<file path="src/rtl/ball_physics.sv">
// Per-frame ball movement for pong: wall/paddle bounces, progressive speed-up,
// scoring and the IDLE/SERVE/PLAY/OVER sequencing, all stepped once per frame tick.
module ball_physics #(
    parameter int SCREEN_W         = 640,
    parameter int SCREEN_H         = 480,
    parameter int WALL_MARGIN      = 10,
    parameter int BALL_SIZE        = 10,
    parameter int PADDLE_LENGTH    = 50,
    parameter int PADDLE_WIDTH     = 5,
    parameter int PADDLE_ONE_X     = 30,
    parameter int PADDLE_TWO_X     = 600,
    parameter int SPEED_INIT       = 2,
    parameter int SPEED_MAX        = 6,
    parameter int HITS_PER_SPEEDUP = 4,
    parameter int SERVE_FRAMES     = 60,
    parameter int WIN_SCORE        = 9,
    parameter int SCORE_W          = 4
) (
    input  logic               clk50M,
    input  logic               reset,
    input  logic               endofframe,
    input  logic               start,
    input  logic [9:0]         paddle_one_y,
    input  logic [9:0]         paddle_two_y,
    output logic [9:0]         ball_x,
    output logic [9:0]         ball_y,
    output logic               collided,
    output logic               missed,
    output logic [SCORE_W-1:0] score_one,
    output logic [SCORE_W-1:0] score_two,
    output logic               game_over,
    output logic [1:0]         state
);
    localparam int SPD_W = $clog2(SPEED_MAX + 1);
    localparam int HIT_W = $clog2(HITS_PER_SPEEDUP + 1);
    localparam int CNT_W = $clog2(SERVE_FRAMES + 1);

    localparam logic [10:0] CX        = 11'((SCREEN_W - BALL_SIZE) / 2);
    localparam logic [10:0] CY        = 11'((SCREEN_H - BALL_SIZE) / 2);
    localparam logic [10:0] Y_TOP     = 11'(WALL_MARGIN);
    localparam logic [10:0] Y_LIM     = 11'(SCREEN_H - WALL_MARGIN);
    localparam logic [10:0] Y_BOT     = 11'(SCREEN_H - WALL_MARGIN - BALL_SIZE);
    localparam logic [10:0] BSZ       = 11'(BALL_SIZE);
    localparam logic [10:0] BSZ_M1    = 11'(BALL_SIZE - 1);
    localparam logic [10:0] PLEN_M1   = 11'(PADDLE_LENGTH - 1);
    localparam logic [10:0] P1_X      = 11'(PADDLE_ONE_X);
    localparam logic [10:0] P1_FACE   = 11'(PADDLE_ONE_X + PADDLE_WIDTH);
    localparam logic [10:0] P1_BOUNCE = 11'(PADDLE_ONE_X + PADDLE_WIDTH + 1);
    localparam logic [10:0] P2_X      = 11'(PADDLE_TWO_X);
    localparam logic [10:0] P2_BACK   = 11'(PADDLE_TWO_X + PADDLE_WIDTH - 1);
    localparam logic [10:0] P2_BOUNCE = 11'(PADDLE_TWO_X - BALL_SIZE);
    localparam logic [10:0] X_MAX     = 11'(SCREEN_W - 1);

    localparam logic [SPD_W-1:0]   S_INIT     = SPD_W'(SPEED_INIT);
    localparam logic [SPD_W-1:0]   S_MAX      = SPD_W'(SPEED_MAX);
    localparam logic [HIT_W-1:0]   HIT_LAST   = HIT_W'(HITS_PER_SPEEDUP - 1);
    localparam logic [CNT_W-1:0]   SERVE_LAST = CNT_W'(SERVE_FRAMES - 1);
    localparam logic [SCORE_W-1:0] WIN        = SCORE_W'(WIN_SCORE);

    typedef enum logic [1:0] {
        IDLE  = 2'd0,
        SERVE = 2'd1,
        PLAY  = 2'd2,
        OVER  = 2'd3
    } state_t;

    state_t             r_state;
    logic               r_eof_q;
    logic [9:0]         r_ball_x;
    logic [9:0]         r_ball_y;
    logic               r_dir_x;     // 1 = moving right
    logic               r_dir_y;     // 1 = moving down
    logic [SPD_W-1:0]   r_speed;
    logic [HIT_W-1:0]   r_hits;
    logic [CNT_W-1:0]   r_serve_cnt;
    logic [SCORE_W-1:0] r_score_one;
    logic [SCORE_W-1:0] r_score_two;
    logic               r_collided;
    logic               r_missed;
    logic               r_game_over;

    logic               w_tick;
    logic [10:0]        w_bx;
    logic [10:0]        w_by;
    logic [10:0]        w_s;
    logic [10:0]        w_p1;
    logic [10:0]        w_p2;
    logic [9:0]         w_y_next;
    logic               w_dy_next;
    logic [9:0]         w_x_step;
    logic               w_ov1;
    logic               w_ov2;
    logic               w_hit_l;
    logic               w_hit_r;
    logic               w_miss_l;
    logic               w_miss_r;
    logic [SCORE_W-1:0] w_s1_inc;
    logic [SCORE_W-1:0] w_s2_inc;

    assign w_tick = endofframe & ~r_eof_q;

    // Positions are widened to 11 bits so the edge comparisons never wrap.
    assign w_bx = {1'b0, r_ball_x};
    assign w_by = {1'b0, r_ball_y};
    assign w_s  = 11'(r_speed);
    assign w_p1 = {1'b0, paddle_one_y};
    assign w_p2 = {1'b0, paddle_two_y};

    always_comb begin
        w_y_next  = r_ball_y;
        w_dy_next = r_dir_y;
        if (r_dir_y) begin
            if (w_by + w_s + BSZ > Y_LIM) begin
                w_y_next  = 10'(Y_BOT);
                w_dy_next = 1'b0;
            end else begin
                w_y_next = 10'(w_by + w_s);
            end
        end else if (w_by < Y_TOP + w_s) begin
            w_y_next  = 10'(Y_TOP);
            w_dy_next = 1'b1;
        end else begin
            w_y_next = 10'(w_by - w_s);
        end
    end

    assign w_x_step = r_dir_x ? 10'(w_bx + w_s) : 10'(w_bx - w_s);

    assign w_ov1 = (w_by + BSZ_M1 >= w_p1) && (w_by <= w_p1 + PLEN_M1);
    assign w_ov2 = (w_by + BSZ_M1 >= w_p2) && (w_by <= w_p2 + PLEN_M1);

    // The left test is rearranged as x <= face + s; x > P1_X already keeps x above s.
    assign w_hit_l  = !r_dir_x && (w_bx <= P1_FACE + w_s) && (w_bx > P1_X) && w_ov1;
    assign w_hit_r  = r_dir_x && (w_bx + BSZ_M1 + w_s >= P2_X) && (w_bx + BSZ_M1 < P2_BACK) && w_ov2;
    assign w_miss_l = !r_dir_x && !w_hit_l && (w_bx < w_s);
    assign w_miss_r = r_dir_x && !w_hit_r && (w_bx + BSZ_M1 + w_s > X_MAX);

    assign w_s1_inc = (r_score_one >= WIN) ? WIN : r_score_one + 1'b1;
    assign w_s2_inc = (r_score_two >= WIN) ? WIN : r_score_two + 1'b1;

    always_ff @(posedge clk50M or negedge reset) begin
        if (!reset) begin
            r_state     <= IDLE;
            r_eof_q     <= 1'b0;
            r_ball_x    <= 10'(CX);
            r_ball_y    <= 10'(CY);
            r_dir_x     <= 1'b1;
            r_dir_y     <= 1'b1;
            r_speed     <= S_INIT;
            r_hits      <= '0;
            r_serve_cnt <= '0;
            r_score_one <= '0;
            r_score_two <= '0;
            r_collided  <= 1'b0;
            r_missed    <= 1'b0;
            r_game_over <= 1'b0;
        end else begin
            r_eof_q    <= endofframe;
            r_collided <= 1'b0;
            r_missed   <= 1'b0;
            if (w_tick) begin
                case (r_state)
                    IDLE: begin
                        if (start) begin
                            r_state     <= SERVE;
                            r_serve_cnt <= '0;
                        end
                    end
                    SERVE: begin
                        if (r_serve_cnt == SERVE_LAST) begin
                            r_state <= PLAY;
                            r_speed <= S_INIT;
                            r_hits  <= '0;
                        end else begin
                            r_serve_cnt <= r_serve_cnt + 1'b1;
                        end
                    end
                    PLAY: begin
                        r_ball_y <= w_y_next;
                        r_dir_y  <= w_dy_next;
                        if (w_hit_l || w_hit_r) begin
                            r_ball_x   <= w_hit_l ? 10'(P1_BOUNCE) : 10'(P2_BOUNCE);
                            r_dir_x    <= w_hit_l;
                            r_collided <= 1'b1;
                            if (r_hits == HIT_LAST) begin
                                r_hits <= '0;
                                if (r_speed < S_MAX) r_speed <= r_speed + 1'b1;
                            end else begin
                                r_hits <= r_hits + 1'b1;
                            end
                        end else if (w_miss_l || w_miss_r) begin
                            // Re-serve from the centre, heading toward whoever conceded.
                            r_missed    <= 1'b1;
                            r_ball_x    <= 10'(CX);
                            r_ball_y    <= 10'(CY);
                            r_dir_x     <= w_miss_r;
                            r_speed     <= S_INIT;
                            r_serve_cnt <= '0;
                            if (w_miss_l) r_score_two <= w_s2_inc;
                            else          r_score_one <= w_s1_inc;
                            if ((w_miss_l && w_s2_inc == WIN) || (w_miss_r && w_s1_inc == WIN)) begin
                                r_state     <= OVER;
                                r_game_over <= 1'b1;
                            end else begin
                                r_state <= SERVE;
                            end
                        end else begin
                            r_ball_x <= w_x_step;
                        end
                    end
                    OVER: begin
                        if (start) begin
                            r_state     <= SERVE;
                            r_game_over <= 1'b0;
                            r_score_one <= '0;
                            r_score_two <= '0;
                            r_ball_x    <= 10'(CX);
                            r_ball_y    <= 10'(CY);
                            r_dir_x     <= 1'b1;
                            r_serve_cnt <= '0;
                        end
                    end
                endcase
            end
        end
    end

    assign ball_x    = r_ball_x;
    assign ball_y    = r_ball_y;
    assign collided  = r_collided;
    assign missed    = r_missed;
    assign score_one = r_score_one;
    assign score_two = r_score_two;
    assign game_over = r_game_over;
    assign state     = r_state;
endmodule

</file>
<file path="config.mk">
export PLATFORM = sky130hd
export DESIGN_NAME = ball_physics
export DESIGN_NICKNAME = d
export VERILOG_FILES = /design/src/rtl/ball_physics.sv
export SDC_FILE = /design/constraint.sdc
export NUM_CORES = 1
export LEC_CHECK = 0
export CAP_MARGIN = 20
export CORE_UTILIZATION = 50
export DETAILED_ROUTE_END_ITERATION = 8
export PLACE_DENSITY = 0.69
export SETUP_SLACK_MARGIN = 0.2
export SLEW_MARGIN = 20
export SYNTH_ARGS = -nofsm -noshare
export SYNTH_HDL_FRONTEND = slang
export SYNTH_SLANG_ARGS = --single-unit
</file>
<file path="constraint.sdc">
create_clock -name clk50M -period 4.4 [get_ports clk50M]
set_input_delay 0.44 -clock clk50M [delete_from_list [all_inputs] [get_ports clk50M]]
set_output_delay 0.44 -clock clk50M [all_outputs]
set_load 0.005 [all_outputs]
</file>
== Yosys cells after proc, flatten, opt, wreduce, memory -nomap -nowiden ==
Index checks and enable logic that the tools add are counted.

* Add/subtract/negate cells: 17
* Magnitude comparators: 15
* Multiplexer cells: 64
* Reductions and logical operators: 34
* Bitwise operators: 2
* Eq/ne operators: 20

{| class="wikitable"
|+ Operators by type and width
! cell !! number
|-
| $mux 10 || 11
|-
| $pmux 10 s2 || 2
|-
| $mux 4 || 9
|-
| $mux 3 || 8
|-
| $mux 6 || 4
|-
| $reduce_and 6->1 || 4
|-
| $add 10x4->11 const B || 2
|-
| $add 10x6->11 const B || 2
|-
| $ge 11x10->1 || 2
|-
| $le 10x11->1 || 2
|-
| $sub 10x3->10 || 2
|-
| $ne 2x2->1 const B || 9
|-
| $pmux 6 s3 || 1
|-
| $mux 1 || 17
|-
| $pmux 4 s2 || 2
|-
| $logic_and 1x1->1 || 14
|-
| $pmux 3 s2 || 2
|-
| $add 10x3->11 || 1
|-
| $add 11x3->11 || 1
|-
| $add 11x4->11 const B || 1
|-
| $ge 11x10->1 const B || 1
|-
| $gt 11x10->1 const B || 1
|-
| $gt 11x9->1 const B || 1
|-
| $lt 11x10->1 const B || 1
|-
| 33 further kinds || 52
|}

* Input port bits: 24
* Word-level logic and storage cells: 166
* Output and inout bits: 33
* Register bits: 48

== Depth between registers and ports, before layout ==
* Depth after elaboration: 15
* Mapped depth: 17
* Mapped depth without buffers: 16

== Worst setup path after synthesis ==
OpenSTA, ideal clock, no wires.

* Kind: register to register
* Start: register r_speed[1]
* End: register r_ball_y[6] (netlist: ball_y[6])
* Data required time: 4.321 ns
* Path buffers: 0
* Arrival: 3.637 ns
* Period minus slack after synthesis: 3.715 ns
* Setup slack: 0.685 ns
* Library setup time: 0.079 ns
* Stages on the path, launching flop included: 11
* Path through: dfstp_2 inv_1 ha_1 nand2b_1 a2111oi_0 mux2_2 nor4_1 o21a_1 o41ai_2 or4b_1 o211a_1

* Longest elaborated chain between the ends: 12
* Elaborated cells between the ends (all ways): 32
* Classes of those cells: add/sub (6); order compare (6); mux (6); reduce/logical (14)

{| class="wikitable"
|+ Ends and longest elaborated chain
! element !! line !! text
|-
| start: declaration || 73 || <nowiki>logic [SPD_W-1:0] r_speed;</nowiki>
|-
| start signal: assignment || 187 || <nowiki>if (r_speed < S_MAX) r_speed <= r_speed + 1'b1;</nowiki>
|-
| parallel branches: the longest is 10 deep, another holds $add 10x3->11 || -- ||
|-
| $mux 10 * || 181 || <nowiki>if (w_hit_l || w_hit_r) begin</nowiki>
|-
| $pmux 10 s2 * || 162 || <nowiki>case (r_state)</nowiki>
|-
| end signal: assignment || 179 || <nowiki>r_ball_y <= w_y_next;</nowiki>
|-
| end signal: assignment || 195 || <nowiki>r_ball_y <= 10'(CY);</nowiki>
|-
| end signal: assignment || 218 || <nowiki>r_ball_y <= 10'(CY);</nowiki>
|-
| end: declaration || 70 || <nowiki>logic [9:0] r_ball_y;</nowiki>
|}

Mark *: on every way between the ends.
A chain may end at the register's enable or synchronous reset.

== Worst setup path in the final report ==
* Start: register r_ball_x[1] (netlist: ball_x[1])
* End: register r_ball_x[6] (netlist: ball_x[6])

* Longest elaborated chain between the ends: 13
* Elaborated cells between the ends (all ways): 29
* Classes of those cells: add/sub (4); order compare (6); mux (5); reduce/logical (14)

{| class="wikitable"
|+ Ends and longest elaborated chain
! element !! line !! text
|-
| start: declaration || 69 || <nowiki>logic [9:0] r_ball_x;</nowiki>
|-
| start signal: assignment || 145 || <nowiki>r_ball_x <= 10'(CX);</nowiki>
|-
| start signal: assignment || 182 || <nowiki>r_ball_x <= w_hit_l ? 10'(P1_BOUNCE) : 10'(P2_BOUNCE);</nowiki>
|-
| start signal: assignment || 194 || <nowiki>r_ball_x <= 10'(CX);</nowiki>
|-
| $add 10x4->11 || 134, 136 ||
|-
| $add 11x3->11 || 134, 136 ||
|-
| $ge 11x10->1 || 134 || <nowiki>assign w_hit_r = r_dir_x && (w_bx + BSZ_M1 + w_s >= P2_X) && (w_bx + BSZ_M1 < P2_BACK) && w_ov2;</nowiki>
|-
| $logic_and 1x1->1 (3 in a row) || 134 ||
|-
| $logic_not 1->1 || 136 || <nowiki>assign w_miss_r = r_dir_x && !w_hit_r && (w_bx + BSZ_M1 + w_s > X_MAX);</nowiki>
|-
| $logic_and 1x1->1 (2 in a row) || 136 ||
|-
| $logic_or 1x1->1 || 191 || <nowiki>end else if (w_miss_l || w_miss_r) begin</nowiki>
|-
| $mux 10 || 191 ||
|-
| $mux 10 * || 181 ||
|-
| $pmux 10 s2 * || 162 ||
|}

Mark *: on every way between the ends. The rest lies on a longest branch, timed or not.

==> qor_table.md <==
| Parameter | Reported | Unit |
| --- | --- | --- |
| Status | finished, final reports clean | - |
| Final hold violation count | 0 | - |
| Gp weighted congestion | 0.9042 | - |
| Net Count, Synth | 891 | - |
| Worst EP required | 4.58 | ns |
| Part of the total power dissipated in the clock network | 9.6 | % |
| DRC violations left | 0 | - |
| Minimum clock period after layout | 3.978 | ns |
| Overall via count from detail_route | 6165 | - |
| Number of clock sinks | 48 | - |
| Maximum root-to-sink buffer count | 2 | - |
| Clock-pin slew on the worst setup and hold paths | 0.06 | ns |
| 1st-iter DRT viols | 443 | - |
| Post-CTS Hold Fix Bufs | 0 | - |
| Share of cells above drive strength 1 | 9.905 | % |
| Worst Path Max Fanout | 15 | - |
| Worst skew pair latency | 0.29 | ns |
| Root buffer selected by CTS | clkbuf_16 | - |
| Area overhead of the layout relative to synthesis | 16.54 | % |
| Max-cap check violation count | 0 | - |
| Pins over their slew limit | 0 | - |
| DRT antenna net count | 0 | - |
| Mapped Area | 6248 | um^2 |
| Synth cell types | 91 | - |
| Starting Density | 51.59 | % |
| Synthesized instance count | 777 | - |
| Dpl hpwl | 13.33 | mm |
| Vert. Die Dim | 113.8 | um |
| Sequential share of power | 20.5 | % |
| NumNets Final | 951 | - |
| Worst voltage drop across the vdd grid | 331.4 | uV |
| Number of primary I/O pins | 57 | - |
| Total power density per cell area | 629.7 | nW/um^2 |
| Main flop type after synthesis | dfrtp_1 | - |
| Floorplan core area | 12110 | um^2 |
| Antenna violations before repair | 0 | - |
| Number of buffers created by CTS | 5 | - |
| Slew at the pin closest to its max-slew limit | 0.7078 | ns |
| Detail-routed net length per standard cell | 17.47 | um |
| Setup TNS Final | 0 | ns |
| Share of the clock period used by the worst path | 90.41 | % |
| Crit path capture type | flop | - |
| Asr flop ratio synth | 100.0 | % |
| Internal power | 0.002274 | W |
| Vias per cell | 6.128 | - |
| Peak Freq | 251.4 | MHz |
| Count of filler cells inserted in the layout | 1131 | - |
| Setup violators final | 0 | - |
| WL final | 17.57 | mm |
| Number of antenna diodes | 0 | - |
| GR Overflow Total | 0 | - |
| Wire length of the first global-routing pass | 29.30 | mm |
| Via count of the first global-routing pass | 5961 | - |
| Mean post-synth cell area | 8.042 | um^2 |
| Leakage power | 3.211 | nW |
| Setup slack after layout | 0.4219 | ns |
| Row count | 40 | - |
| Count of synthesis-stage warnings from yosys | 0 | - |
| Launching element type of the critical path | flop | - |
| Number of enable-type register cells in the synthesized netlist | 0 | - |
| Pre-CTS setup slack | -0.09420 | ns |
| Area of the die | 12950 | um^2 |
| Portion of the post-synthesis area used by sequential elements | 19.52 | % |
| Switching portion of total power | 50.41 | % |
| Final clock skew | 0.006557 | ns |
| Data arrival time of the worst path | 4.16 | ns |
| Worst max-slew margin expressed relative to the limit | 52.82 | % |
| I/O Buffers | 56 | - |
| Combinational power share | 70.0 | % |
| Net Switching | 0.002311 | W |
| Die width | 113.8 | um |
| Worst Hold Class | primary input to async pin | - |
| Worst Setup Path Type | flop to flop | - |
| RSZ-0062 raised after global routing | no | - |
| Total of flip-flops plus latches after synthesis | 48 | - |
| Clock tree from TritonCTS | yes | - |
| Max H-tree Level | 2 | - |
| Global-route usage over all layers | 27.80 | % |
| Number of iterations in the first detailed-routing pass | 6 | - |
| Maximum number of pins on one net before global-route repair | 49 | - |
## area by class of cell
cell class | instances | area, um^2 | area share, %
clock buffers | 5 | 125.1 | 1.718
flip-flops and latches | 48 | 1220 | 16.75
well taps | 168 | 210.2 | 2.887
multi-input cells | 634 | 4683 | 64.31
inverters | 66 | 247.7 | 3.402
repair buffers | 82 | 753.2 | 10.34
clock inverters | 3 | 42.54 | 0.5842
## per-layer routing
layer	vias to the layer above	part of all wire (%)	track usage [%]
li1	2964	-	-
met1	2980	47	38.52
met2	193	47	46.95
met3	28	4.2	2.072
met4	0	1.5	7.273
met5	-	0	0
## synth_stat cells, types with 15 or more instances
cell,instances,area share [%]
a21o_1,15,1.8
a21oi_1,42,3.4
clkbuf_1,17,1.0
dfrtp_1,33,13
dfstp_2,15,6.3
ha_1,84,17
inv_1,65,3.9
nand2_1,75,4.5
nand2b_1,17,1.7
nand3_1,31,2.5
nor2_1,52,3.1
nor3_1,22,1.8
o21ai_0,34,2.7
xnor2_1,33,4.6
## path summary, 6_finish.rpt
check,start,endpoint,slack [ns],cells after the start
worst max register to register,ball_x[1]$_DFFE_PN1P_,ball_x[6]$_DFFE_PN0P_,0.42,11
worst min register to register,r_hits[1]$_DFFE_PN0P_,r_hits[1]$_DFFE_PN0P_,0.53,1
worst min-delay path,reset,ball_x[9]$_DFFE_PN0P_,0.16,1
worst max-delay path,ball_x[1]$_DFFE_PN1P_,ball_x[6]$_DFFE_PN0P_,0.42,11
min in group clk50M,r_hits[1]$_DFFE_PN0P_,r_hits[1]$_DFFE_PN0P_,0.53,1
max in group asynchronous,reset,ball_y[4]$_DFFE_PN0P_,3.82,1
## power groups by stage
stage	Sequential, W	Clock, W	Combinational (W)
3_3_place_gp	0.000933	0	0.00297
6_report	0.000938	0.000438	0.00321
2_1_floorplan	0.000810	0	0.00228
3_5_place_dp	0.000945	0	0.00308
4_1_cts	0.000938	0.000445	0.00311
5_1_grt	0.000968	0.000463	0.00359
## placed cells by master (no fill, tap or decap), drive strengths merged, types with 7 or more instances in the layout
master,netlist,layout
nand2,75,75
clkdlybuf4s50,0,55
dfrtp,33,33
buf,12,27
nor3,23,23
a21o,15,15
xnor2,33,33
o21ai,48,48
dfstp,15,15
and3,7,7
or3,9,9
nand3,31,31
a211oi,8,8
a31oi,14,14
nor2,52,52
nand4,9,9
ha,84,84
xor2,13,13
inv,66,66
a21oi,45,45
nor2b,8,8
o211ai,7,7
nand3b,8,8
nand2b,17,17
## registers in the layout (all words and copies together), names as in the netlist
name	cells
state	2
score_two	4
game_over	1
r_dir_y	1
ball_y	10
r_serve_cnt	6
collided	1
ball_x	10
missed	1
r_dir_x	1
r_speed	3
r_hits	3
r_eof_q	1
score_one	4
## stage by stage
stage	util [%]	area [um^2]	instances	total power [W]	hold slack, ns
final	60.12	7282	1006	0.004585	0.1614
after global placement	58.12	7039	994	0.003903	0.4712
after detailed placement	58.12	7039	994	0.004025	0.5037
after global routing	60.12	7282	1006	0.005021	0.2044
after floorplan	-	6248	777	0.003089	0.1444
after CTS	59.56	7213	1002	0.004493	0.4031
## critical path, cell delays in order, from the launching register on
cell,delay (ns)
dfstp_2,0.73
ha_1,0.48
xor2_1,0.19
ha_1,0.26
a21oi_1,0.47
or4bb_1,0.54
and4_1,0.22
a21oi_1,0.23
o2bb2ai_2,0.17
buf_4,0.21
o21ai_1,0.09
a32o_1,0.27
## cells by family after synthesis
family	share of synthesized area [%]
fa+ha+maj	18.74
flops	19.52
buf+inv	6.207
mux	1.762
simple gates	21.71
compound gates	25.61
xor+xnor	6.448
## timing repair
item                                    in CTS  in global routing
gates cloned                                 0                  0
gates resized for setup                      1                  7
setup buffers                                0                  4
endpoints found under the setup margin       2                 28
hold endpoints to repair                     0                  0
pin swaps                                    0                  3
No activity file was read; power rests on OpenSTA's default activity.
